<file path="src/rtl/core_pkg.sv">
// Shared core definitions: default data/address widths and the
// write-port arbiter state encoding.
package core_pkg;

    localparam int CORE_XLEN   = 32;
    localparam int CORE_ADDR_W = 32;

    typedef enum logic [1:0] {
        IDLE   = 2'd0,  // holding FIFO empty
        PEND   = 2'd1,  // LU results queued, waiting for a free port slot
        STARVE = 2'd2   // pipeline stalled so the FIFO head can retire
    } arb_state_e;

endpackage

</file>
<file path="src/rtl/wb_lu_fifo.sv">
// Parameterised synchronous FIFO holding LU results ({addr, data}).
// Ports:
//   clk, rst_n      clock / async active-low reset
//   push_i, wdata_i enqueue request and data (ignored when full)
//   pop_i           dequeue request (ignored when empty)
//   rdata_o         head entry (valid when !empty_o)
//   full_o, empty_o occupancy flags
//   count_o         current occupancy
module wb_lu_fifo #(
    parameter int W     = 64,
    parameter int DEPTH = 2
) (
    input  logic                       clk,
    input  logic                       rst_n,
    input  logic                       push_i,
    input  logic [W-1:0]               wdata_i,
    input  logic                       pop_i,
    output logic [W-1:0]               rdata_o,
    output logic                       full_o,
    output logic                       empty_o,
    output logic [$clog2(DEPTH+1)-1:0] count_o
);

    localparam int PTR_W = $clog2(DEPTH);
    localparam int CNT_W = $clog2(DEPTH+1);

    logic [W-1:0]     mem_q [DEPTH];
    logic [PTR_W-1:0] wr_ptr_q, rd_ptr_q;
    logic [CNT_W-1:0] count_q;
    logic             push_ok, pop_ok;

    assign full_o  = (count_q == CNT_W'(DEPTH));
    assign empty_o = (count_q == '0);
    assign count_o = count_q;
    assign rdata_o = mem_q[rd_ptr_q];
    assign push_ok = push_i && !full_o;
    assign pop_ok  = pop_i && !empty_o;

    // Storage needs no reset; pointers and count define validity.
    always_ff @(posedge clk) begin
        if (push_ok) mem_q[wr_ptr_q] <= wdata_i;
    end

    // DEPTH is a power of two, so pointers wrap naturally.
    always_ff @(posedge clk or negedge rst_n) begin
        if (!rst_n) begin
            wr_ptr_q <= '0;
            rd_ptr_q <= '0;
            count_q  <= '0;
        end else begin
            if (push_ok) wr_ptr_q <= wr_ptr_q + PTR_W'(1);
            if (pop_ok)  rd_ptr_q <= rd_ptr_q + PTR_W'(1);
            case ({push_ok, pop_ok})
                2'b10:   count_q <= count_q + CNT_W'(1);
                2'b01:   count_q <= count_q - CNT_W'(1);
                default: count_q <= count_q;
            endcase
        end
    end

endmodule

</file>
<file path="src/rtl/wb_write_arbiter.sv">
// Arbitrates the single register-file write port between the WB stage
// (priority) and a long-latency unit whose results queue in a small FIFO.
// A starvation FSM raises stall_req so a repeatedly blocked FIFO head retires.
// Ports:
//   clk, rst_n                     clock / async active-low reset
//   wb_we, wb_addr, wb_data        WB stage write request
//   lu_valid, lu_ready             LU handshake (transfer on valid & ready)
//   lu_addr, lu_data               LU result
//   rf_we, rf_addr, rf_data        registered register-file write port
//   stall_req                      freeze pipeline while high
//   q_count                        FIFO occupancy
module wb_write_arbiter
    import core_pkg::*;
#(
    parameter int XLEN       = CORE_XLEN,
    parameter int ADDR_W     = CORE_ADDR_W,
    parameter int QDEPTH     = 2,
    parameter int STARVE_MAX = 4
) (
    input  logic                        clk,
    input  logic                        rst_n,
    input  logic                        wb_we,
    input  logic [ADDR_W-1:0]           wb_addr,
    input  logic [XLEN-1:0]             wb_data,
    input  logic                        lu_valid,
    output logic                        lu_ready,
    input  logic [ADDR_W-1:0]           lu_addr,
    input  logic [XLEN-1:0]             lu_data,
    output logic                        rf_we,
    output logic [ADDR_W-1:0]           rf_addr,
    output logic [XLEN-1:0]             rf_data,
    output logic                        stall_req,
    output logic [$clog2(QDEPTH+1)-1:0] q_count
);

    localparam int CNT_W = $clog2(QDEPTH+1);
    localparam int SC_W  = $clog2(STARVE_MAX+1);

    arb_state_e           state_q, state_d;
    logic [SC_W-1:0]      starve_cnt_q, starve_cnt_d;
    logic                 rf_we_q;
    logic [ADDR_W-1:0]    rf_addr_q;
    logic [XLEN-1:0]      rf_data_q;

    logic                 push, pop, full, empty;
    logic [ADDR_W+XLEN-1:0] head;
    logic [ADDR_W-1:0]    head_addr;
    logic [XLEN-1:0]      head_data;
    logic                 wb_ok, sel_wb, blk, last_out;
    logic                 grant_we;
    logic [ADDR_W-1:0]    grant_addr;
    logic [XLEN-1:0]      grant_data;

    assign lu_ready  = !full;
    assign push      = lu_valid && lu_ready;
    assign head_addr = head[XLEN +: ADDR_W];
    assign head_data = head[XLEN-1:0];
    assign stall_req = (state_q == STARVE);

    wb_lu_fifo #(.W(ADDR_W+XLEN), .DEPTH(QDEPTH)) u_fifo (
        .clk     (clk),
        .rst_n   (rst_n),
        .push_i  (push),
        .wdata_i ({lu_addr, lu_data}),
        .pop_i   (pop),
        .rdata_o (head),
        .full_o  (full),
        .empty_o (empty),
        .count_o (q_count)
    );

    // Writes to x0 never occupy the port; in STARVE the head owns the port.
    assign wb_ok    = wb_we && (wb_addr != '0);
    assign sel_wb   = wb_ok && (state_q != STARVE);
    assign pop      = !sel_wb && !empty;
    assign blk      = (state_q == PEND) && !empty && wb_ok;
    assign last_out = (q_count == CNT_W'(1)) && !push;

    always_comb begin
        grant_we   = 1'b0;
        grant_addr = wb_addr;
        grant_data = wb_data;
        if (sel_wb) begin
            grant_we = 1'b1;
        end else if (pop) begin
            // x0 entries are consumed without a register-file write.
            grant_we   = (head_addr != '0);
            grant_addr = head_addr;
            grant_data = head_data;
        end
    end

    always_comb begin
        state_d      = state_q;
        starve_cnt_d = starve_cnt_q;
        case (state_q)
            IDLE: begin
                starve_cnt_d = '0;
                if (push) state_d = PEND;
            end
            PEND: begin
                if (pop) begin
                    starve_cnt_d = '0;
                    if (last_out) state_d = IDLE;
                end else if (blk) begin
                    if (starve_cnt_q == SC_W'(STARVE_MAX-1)) begin
                        state_d      = STARVE;
                        starve_cnt_d = '0;
                    end else begin
                        starve_cnt_d = starve_cnt_q + SC_W'(1);
                    end
                end
            end
            STARVE: begin
                starve_cnt_d = '0;
                state_d      = last_out ? IDLE : PEND;
            end
            default: begin
                state_d      = IDLE;
                starve_cnt_d = '0;
            end
        endcase
    end

    always_ff @(posedge clk or negedge rst_n) begin
        if (!rst_n) begin
            state_q      <= IDLE;
            starve_cnt_q <= '0;
            rf_we_q      <= 1'b0;
            rf_addr_q    <= '0;
            rf_data_q    <= '0;
        end else begin
            state_q      <= state_d;
            starve_cnt_q <= starve_cnt_d;
            rf_we_q      <= grant_we;
            if (grant_we) begin
                rf_addr_q <= grant_addr;
                rf_data_q <= grant_data;
            end
        end
    end

    assign rf_we   = rf_we_q;
    assign rf_addr = rf_addr_q;
    assign rf_data = rf_data_q;

endmodule

</file>
<file path="config.mk">
export PLATFORM = sky130hd
export DESIGN_NAME = wb_write_arbiter
export DESIGN_NICKNAME = d
export VERILOG_FILES = /design/src/rtl/core_pkg.sv /design/src/rtl/wb_lu_fifo.sv /design/src/rtl/wb_write_arbiter.sv
export SDC_FILE = /design/constraint.sdc
export NUM_CORES = 1
export LEC_CHECK = 0
export BUFFER_PORTS_ARGS = -buffer_cell sky130_fd_sc_hd__buf_2
export CAP_MARGIN = 25
export CORE_ASPECT_RATIO = 0.5
export CORE_UTILIZATION = 27
export CTS_BUF_LIST = sky130_fd_sc_hd__clkbuf_4 sky130_fd_sc_hd__clkbuf_8
export CTS_CLUSTER_DIAMETER = 50
export DETAILED_ROUTE_END_ITERATION = 16
export HOLD_SLACK_MARGIN = 0.12
export PLACE_DENSITY_LB_ADDON = 0.08
export SYNTH_ARGS = -nofsm -noshare
export SYNTH_HDL_FRONTEND = slang
export SYNTH_SLANG_ARGS = --single-unit
</file>
<file path="constraint.sdc">
create_clock -name clk -period 10.7 [get_ports clk]
set_input_delay 1.605 -clock clk [delete_from_list [all_inputs] [get_ports clk]]
set_output_delay 1.605 -clock clk [all_outputs]
set_load 0.01 [all_outputs]
</file>
# Word-level counts from Yosys, hierarchy flattened
# Memory sizes are Yosys's and may differ from the RTL's.
# Index checks and enable logic that the tools add are counted.
[classes]
n_mux = 20
eq_ne = 12
add_sub_neg = 5
reduce_logical = 19
[ops]
columns = ["cell", "count"]
rows = [
  ["$mux 32", 4],
  ["$reduce_bool 32->1", 2],
  ["$mux 3", 4],
  ["$mux 2", 5],
  ["$logic_and 1x1->1", 9],
  ["$eq 2x1->1 const B", 3],
  ["$eq 2x2->1 const B", 3],
  ["$pmux 2 s3", 1],
  ["$mux 1", 5],
  ["$logic_not 1->1", 4],
  ["$logic_not 2->1", 2],
  ["$ne 2x2->1 const B", 2],
  ["$pmux 2 s2", 1],
  ["$reduce_and 4->1", 1],
  ["$add 3x1->3 const B", 1],
  ["$eq 3x2->1 const B", 1],
  ["$ne 3x1->1 const B", 1],
  ["$ne 3x2->1 const B", 1],
  ["$ne 3x3->1 const B", 1],
  ["$add 1x1->1 const B", 2],
  ["$add 2x1->2 const B", 1],
  ["$reduce_bool 2->1", 1],
  ["$sub 2x1->2 const B", 1],
]
[totals]
ram_bits = 128
register_bits = 74
mem_count = 1
wordCells = 65
[memory_table]
columns = ["memory", "words", "width", "rd", "rd_ports_with_merged_regs", "write_ports", "line", "source"]
rows = [
  ["u_fifo.mem_q", 2, 64, 1, 0, 1, "wb_lu_fifo.sv:27", "logic [W-1:0] mem_q [DEPTH];"],
]

# Longest topological paths before layout
# Gate-level depths: netlist of run 1.
[depth]
ltp_word = 8
mapped_depth = 9
depth_no_buf = 7

# Hierarchy
# A second synthesis of run 1 with hierarchy kept.
[unflattened]
hier_cells = 554
hier_area_um2 = 8368.0
[by_module_without_submodules]
columns = ["module", "cells_each", "seq_area_each_um2", "n_inst", "area_each_um2"]
rows = [
  ["wb_lu_fifo", 217, 3943.8, 1, 5018.6],
  ["wb_write_arbiter", 337, 1751.7, 1, 3349.5],
]

# Worst setup path after synthesis of run 1
# Ideal clock, no wire load.
[synth_timing]
kind = "input port to flip-flop"
startpoint = "in lu_valid"
endpoint = "mem u_fifo.mem_q[0][0], enable pin"
path_buffers = 0
path_stages = 2
setup_slack_ps = 5805
arrival_ps = 4408
required_ps = 10214
path_cell_list = "nand2_1 > nor2_1"
[synth_between]
elab_chain_len = 4
[synth_rtl]
columns = ["item", "line", "source"]
rows = [
  ["start, declared", "wb_write_arbiter.sv:25", "input logic lu_valid,"],
  ["$logic_and 1x1->1", "wb_write_arbiter.sv:55", "assign push = lu_valid && lu_ready;"],
  ["$logic_and 1x1->1", "wb_lu_fifo.sv:36", "assign push_ok = push_i && !full_o;"],
  ["$mux 1", "wb_lu_fifo.sv:41", "if (push_ok) mem_q[wr_ptr_q] <= wdata_i;"],
  ["$mux 1 (not written as such)", "wb_lu_fifo.sv:41", ""],
  ["end, declared", "wb_lu_fifo.sv:27", ""],
]
# Every way passes these cells.

# Worst setup path in the final report of run 1
[layout_timing]
startpoint = "reg u_fifo.rd_ptr_q"
endpoint = "reg rf_addr_q[4], in the netlist rf_addr[4]"
[layout_between]
elab_chain_len = 4
[layout_rtl]
columns = ["item", "line", "source"]
rows = [
  ["start, declared", "wb_lu_fifo.sv:28", "logic [PTR_W-1:0] wr_ptr_q, rd_ptr_q;"],
  ["start signal, assigned", "wb_lu_fifo.sv:52", "if (pop_ok) rd_ptr_q <= rd_ptr_q + PTR_W'(1);"],
  ["$mem_v2 2x64 *", "n/a", ""],
  ["$reduce_bool 32->1", "wb_write_arbiter.sv:87", "grant_we = (head_addr != '0);"],
  ["$mux 1", "wb_write_arbiter.sv:85", "end else if (pop) begin"],
  ["$mux 1", "wb_write_arbiter.sv:83", "if (sel_wb) begin"],
  ["end signal, assigned", "wb_write_arbiter.sv:137", "rf_addr_q <= grant_addr;"],
  ["end, declared", "wb_write_arbiter.sv:42", "logic [ADDR_W-1:0] rf_addr_q;"],
]
# Every way passes the cells marked *; elsewhere a longest branch is shown, timed or not.
# A chain may end at the register's enable or synchronous reset.

==> results.ini, run 1 <==
[floorplan]
num_rows = 49
ios = 201
die_x_um = 273
dieArea_um2 = 37600
die_y_um = 138
initial_core_util_pct = 27.5
coreArea_um2 = 36000

[synth]
synth_common_cells = 128 x edfxtp_1, 101 x o31ai_2, 74 x dfrtp_1
synthFlopType = edfxtp_1
synth.area.top_cells = edfxtp_1 39%, dfrtp_1 19%, o31ai_2 13%
synth_cells = 734
synth.largest_area_cell = edfxtp_1
synth_area_um2 = 9920
ys_seq_area_share_pct = 57.4
synth_top_area_share_pct = 38.7
yosysWarnings = 0
synth_nets = 871
synth.most_common_cell = edfxtp_1
async_flop_share_pct = 36.6
synth_edf_count = 128
ys_ff_latch = 202
syn_avg_cell_area_um2 = 13.5
yosys.cell_types.count = 38

[global_route]
grt_pass1_vias = 7465
antenna_found_initial = 1
grt_usage_pct = 16.6
grt-ovfl-total = 0
grt_first_pass_wirelength_mm = 46.9
grt_max_degree = 77

[clocking]
hold_buffers = 0
cts.clk_slew.worst_paths_ns = 0.06
postCtsResizedCells = 0
cts_root_buf = clkbuf_8
clockBufferDepth = 3
cts_sinks = 202
cts_made_buffers = 36
cts_tree = built
htree_levels = 2
clock_latency_ns = 0.55
cts_setup_buffers = 0

[timing]
finalSetupTns_ns = 0
relSlewSlack_pct = 37.3
finalCritPeriodShare_pct = 38.8
slew_viol_final = 0
fmax_mhz = 241
setup_viol = 0
skew_ns = 0.0283
rsz0062_at_grt = false
tightestPinTransition_ns = 0.940
hold_viol_final = 0
min_period_ns = 4.15

[critical_path]
path_cells = buf_4 -> or4b_1 -> o22ai_1 -> and2_2 -> buf_4 -> a211oi_1 -> o31ai_2
cp.required_ns = 11.14
r2r_start = u_fifo.rd_ptr_q
reg2reg_depth = 7
cp_common_cell = buf_4
r2r_slack_ns = 6.55
cp-startpoint = u_fifo.rd_ptr_q
endpoint = rf_addr[4]
cp_max_fo = 52
path_delay_family = simple AND/OR/NAND/NOR gates
crit_slowest_cell = and2_2
reg2reg_to = rf_addr[4]
worstSetupEndpointType = flip-flop
path_depth = 7
critPathArrivalTime_ns = 4.59
critPathMaxStageDelay_ns = 0.81
critPathLaunchType = flip-flop
path_class = reg2reg
worst-path-buf-inv = 2

[placed_design]
place.detailed.hpwl_mm = 19.2
gp_congestion = 0.705
dp.cells = 1363
port-buffer-count = 200

[final_layout]
area_growth_pct = 22.5
stdcell_count = 1431
multiInputGateArea_um2 = 3890
fillCellCount = 3622
nets = 1056
drive_gt1_share_pct = 47.3
register_area_um2 = 5700

[power_and_ir_drop]
irDropWorstVdd_mv = 0.107
total_power_mw = 3.05
p_per_area_nw_per_um2 = 251
p_leak_nw = 4.50

[route]
drt_iter0_markers = 344
viasPerCell = 4.85
wl_per_cell_um = 21.5
routed_wl_mm = 30.8
via_count = 6936
antenna_left = 0
drc = 0
drtPass1Iterations = 6

[hold_path]
hp-class = reg2reg

[job]
maxCapViolations = 0

[run_status]
status = finished clean

==> cells in the final DEF (no fill, tap or decap), types with 2 or more instances in the layout <==
cell type	n
a211oi_1	64
a21oi_1	5
buf_16	3
buf_2	199
buf_4	10
clkbuf_4	14
clkbuf_8	45
clkinv_2	2
clkinvlp_4	2
dfrtp_1	73
edfxtp_1	128
ha_1	4
inv_1	5
mux2_2	60
mux2i_1	9
nand2_1	66
nand2b_1	70
nand3_1	3
nand4_1	4
nor2_1	5
nor3_1	7
nor4_1	20
o21ai_0	2
o31ai_1	19
o31ai_2	101
xnor2_1	3
==> report_power, final <==
group          leakage (nW)  internal [mW]  switching (mW)  total (mW)
Combinational          2.02          0.453           0.600        1.05
Clock                 0.412          0.452           0.345       0.798
Sequential             2.07           1.06           0.133        1.20
Total                  4.50           1.97            1.08        3.05
==> registers in the layout, indices dropped and copies added (netlist names) <==
name and flops:
starve_cnt_q 3, state_q 2, rf_we 1, u_fifo.count_o 2
u_fifo.mem_q 128, rf_addr 32, rf_data 32, u_fifo.rd_ptr_q 1
u_fifo.wr_ptr_q 1
==> cell families (layout without fill, tap and decap cells) <==
group / Yosys count / in the layout / share of synthesized area, %
flops: 202 / 202 / 57.4
compound gates: 196 / 196 / 19.8
simple gates: 188 / 188 / 10.1
buf+inv: 70 / 282 / 4.06
mux: 69 / 69 / 7.72
fa+ha+maj: 5 / 5 / 0.630
xor+xnor: 4 / 4 / 0.353
other cells: 0 / 1 / 0
==> through the flow <==
stage | util, % | hold slack, ns | setup WS, ns | cell area (um2)
after detailed placement | 31.4 | 0.527 | 5.97 | 11300
after CTS | 33.6 | 0.535 | 6.42 | 12100
final | 33.7 | 0.533 | 6.55 | 12200
after global placement | 31.3 | 0.523 | 6.01 | 11300
after floorplan | - | 0.461 | 5.81 | 9920
after global routing | 33.7 | 0.538 | 6.28 | 12200
==> worst min-delay path by stage <==
stage	start	endpoint	slack, ns	depth (start not counted)
after floorplan	u_fifo.wr_ptr_q	u_fifo.wr_ptr_q	0.46	1
after global placement	starve_cnt_q[2]	starve_cnt_q[2]	0.52	1
after detailed placement	starve_cnt_q[2]	starve_cnt_q[2]	0.53	1
after CTS	starve_cnt_q[2]	starve_cnt_q[2]	0.53	1
after global routing	starve_cnt_q[2]	starve_cnt_q[2]	0.54	1
final	starve_cnt_q[2]	starve_cnt_q[2]	0.53	1
==> final cells by class <==
type,instances,share of cell area (%)
timing repair buffer,212,9.49
antenna,1,0.0206
sequential,202,46.9
tap,484,4.98
clock buffer,59,5.96
multi-input combinational,462,32.0
inverter,5,0.154
clock inverter,6,0.484
==> routing by layer <==
metal / track usage, % / vias to the layer above / wire (um)
met5: 0 / - / 0
met4: 4.81 / 0 / 696
met3: 3.14 / 51 / 1350
met2: 27.7 / 146 / 14800
met1: 21.9 / 3525 / 14000
li1: - / 3214 / -
No activity file was read; power rests on OpenSTA's default activity.
==> run 2: changes to the inputs <==
--- a/config.mk
+++ b/config.mk
@@ -5,6 +5,7 @@
 export SDC_FILE = /design/constraint.sdc
 export NUM_CORES = 1
 export LEC_CHECK = 0
+export ABC_AREA = 1
 export BUFFER_PORTS_ARGS = -buffer_cell sky130_fd_sc_hd__buf_2
 export CAP_MARGIN = 25
 export CORE_ASPECT_RATIO = 0.5
==> constraint.sdc (replaced) <==
create_clock -name clk -period 3.7 [get_ports clk]
set_input_delay 0.555 -clock clk [delete_from_list [all_inputs] [get_ports clk]]
set_output_delay 0.555 -clock clk [all_outputs]
set_load 0.01 [all_outputs]
==> run 2 against run 1 <==
Compared with the run above: fmax increased by 42%; non-clock buffer count increased by 5; final cell count increased by 2.1%; wire length decreased by 22%; flip-flop and latch count unchanged; global-route usage decreased by 1.6 points; sequential share of layout area increased by 6.2 points; synthesized area decreased by 13%; worst setup slack got worse by 5.8 ns; sequential power increased to 2.9 times the previous value; synthesized cell count increased by 9.3%; critical path type unchanged; largest cell class unchanged.
==> results.ini, run 2 <==
[power_and_ir_drop]
combPwrFrac_pct = 32.9
clkPwrFrac_pct = 24.9
p_leak_nw = 4.84
seqPwrFrac_pct = 42.3
irDropWorstVdd_mv = 0.270
p_per_area_nw_per_um2 = 778
total_power_mw = 8.36
switching_share_pct = 36.5
internal_power_mw = 5.31
p_switching_mw = 3.05

[final_layout]
fillCellCount = 3138
mostFrequentLayoutCell = nand2_1
post-route-util_pct = 34.9
max_flop_register = u_fifo.mem_q
area_growth_pct = 24.9
final_cell_area_um2 = 10700
nets = 1147
drive_gt1_share_pct = 28.1
largest_register_ffs = 128
layout_common_cells = 266 x nand2_1, 199 x buf_2, 128 x edfxtp_1, 77 x o21ai_0, 73 x dfrtp_1

[critical_path]
critPathMaxStageDelay_ns = 0.68
cp.required_ns = 4.16
critPathLaunchType = flip-flop
worstSetupEndpointType = flip-flop
path_delay_family = simple AND/OR/NAND/NOR gates
crit_slowest_cell = dfrtp_4
r2r_slack_ns = 0.78
cp_common_cell = nand2_1
path_cells = buf_4 -> nand2_1 -> o21ai_0 -> nand2_1 -> nor2_1 -> nand2_1 -> nor2_1 -> nand2_1 -> nand2_2 -> buf_4 -> nand3_1 -> nand2_1
r2r_start = u_fifo.rd_ptr_q
worst-path-buf-inv = 2
path_class = reg2reg
critPathArrivalTime_ns = 3.38
reg2reg_to = rf_data[19]
cp_max_fo = 36
reg2reg_depth = 12

[clocking]
cts_sinks = 202
cts.clk_slew.worst_paths_ns = 0.06
clockBufferDepth = 3
cts_root_buf = clkbuf_8
clock_latency_ns = 0.53
cts_tree = built
postCtsResizedCells = 0
hold_buffers = 0
cts_made_buffers = 34
htree_levels = 2
cts_setup_buffers = 0

[synth]
synthFlopType = edfxtp_1
synth_common_cells = 269 x nand2_1, 128 x edfxtp_1, 77 x o21ai_0
synth_edf_count = 128
syn_avg_cell_area_um2 = 10.7
synth.largest_area_cell = edfxtp_1
ys_seq_area_share_pct = 66.2
yosysWarnings = 0
yosys.cell_types.count = 26
synth_top_area_share_pct = 44.7
synth_cells = 802
synth.most_common_cell = nand2_1
synth_area_um2 = 8600
synth.area.top_cells = edfxtp_1 45%, dfrtp_1 22%, nand2_1 12%
async_flop_share_pct = 36.6
ys_ff_latch = 202
synth_nets = 939

[global_route]
grt-ovfl-total = 0
grt_usage_pct = 14.9
grt_pass1_vias = 6331
grt_max_degree = 65
grt_first_pass_wirelength_mm = 36.6
antenna_found_initial = 2

[timing]
slew_viol_final = 0
setup_viol = 0
skew_ns = 0.0182
min_period_ns = 2.92
rsz0062_at_grt = false
hold_viol_final = 0
setup_slack_ns = 0.782
finalCritPeriodShare_pct = 78.9
tightestPinTransition_ns = 0.815
finalSetupTns_ns = 0
relSlewSlack_pct = 45.7
fmax_mhz = 343

[floorplan]
die_y_um = 128
ios = 201
num_rows = 45
coreArea_um2 = 30800
initial_core_util_pct = 27.9
dieArea_um2 = 32600
die_x_um = 254

[route]
viasPerCell = 4.34
routed_wl_mm = 24.1
via_count = 6337
drc = 0
wl_per_cell_um = 16.5
antenna_left = 0
drt_iter0_markers = 316
drtPass1Iterations = 4

[job]
maxCapViolations = 0

[placed_design]
place_ws_ns = 0.750
gp_congestion = 0.787
port-buffer-count = 200
place.detailed.hpwl_mm = 16.2
dpl_cell_area_um2 = 10000

[hold_path]
hp-class = in2async

[run_status]
status = finished clean

[run 2: cell count changes in the layout (fill, tap and decap cells not counted), moves of 20 or more]
| cell | before | now |
|---|---|---|
| a211oi_1 | 64 | 0 |
| mux2_2 | 60 | 0 |
| mux2i_1 | 9 | 32 |
| nand2_1 | 66 | 266 |
| nand2b_1 | 70 | 0 |
| nand3_1 | 3 | 68 |
| nor2_1 | 5 | 35 |
| nor4_1 | 20 | 0 |
| o21ai_0 | 2 | 77 |
| o31ai_2 | 101 | 0 |
[run 2: worst reg2reg max path: stages (launching register included)]
cell and delay (ns):
dfrtp_4 0.68, buf_4 0.49, nand2_1 0.09, o21ai_0 0.12, nand2_1 0.09, nor2_1 0.11, nand2_1 0.09, nor2_1 0.16
nand2_1 0.08, nand2_2 0.24, buf_4 0.43, nand3_1 0.17, nand2_1 0.09
[run 2: final cells by class]
type	instances	area [um2]	area share, %
diodes	2	5.00	0.0466
repair buffers	217	1140	10.7
clock buffers	58	692	6.44
inverters	25	93.8	0.874
well taps	423	529	4.93
multi-input cells	530	2550	23.8
flip-flops and latches	202	5700	53.1
clock inverters	4	21.3	0.198
[run 2: worst max-delay path by stage]
stage / to / cells past startpoint / slack (ns) / from
2_1_floorplan: u_fifo.mem_q[0][0] / 5 / -0.41 / u_fifo.count_o[0]
3_3_place_gp: rf_data[17] / 12 / 0.82 / u_fifo.rd_ptr_q
3_5_place_dp: rf_data[31] / 12 / 0.75 / u_fifo.rd_ptr_q
4_1_cts: rf_data[31] / 12 / 0.72 / u_fifo.rd_ptr_q
5_1_grt: rf_data[31] / 12 / 0.44 / u_fifo.rd_ptr_q
6_report: rf_data[19] / 12 / 0.78 / u_fifo.rd_ptr_q
[run 2: cells by family after synthesis]
logic type               share of synthesized area, %
AO/OA/AOI/OAI                                    5.36
XOR/XNOR                                        0.408
adder cells (fa/ha/maj)                         0.728
buffers and inverters                            4.50
flip-flops                                       66.2
multiplexers                                     3.73
AND/OR/NAND/NOR                                  19.0
[run 2: metrics by stage]
| step | hold WS (ns) | cells |
|---|---|---|
| floorplan | 0.259 | 802 |
| global placement | 0.483 | 1397 |
| detailed placement | 0.491 | 1397 |
| CTS | 0.126 | 1459 |
| global route | 0.159 | 1459 |
| finish | 0.126 | 1461 |
[run 2: power groups by stage]
stage / combinational, mW / clock (mW) / sequential [mW]
2_1_floorplan: 1.69 / 0 / 3.68
3_3_place_gp: 2.80 / 0 / 3.57
3_5_place_dp: 2.82 / 0 / 3.58
4_1_cts: 2.83 / 2.18 / 3.54
5_1_grt: 3.13 / 2.27 / 3.61
6_report: 2.74 / 2.08 / 3.53
[run 2: routing by layer]
metal	routed length, um	track usage (%)
met1	10800	18.7
met2	12000	25.7
met3	1020	3.47
met5	0	0
met4	386	4.32
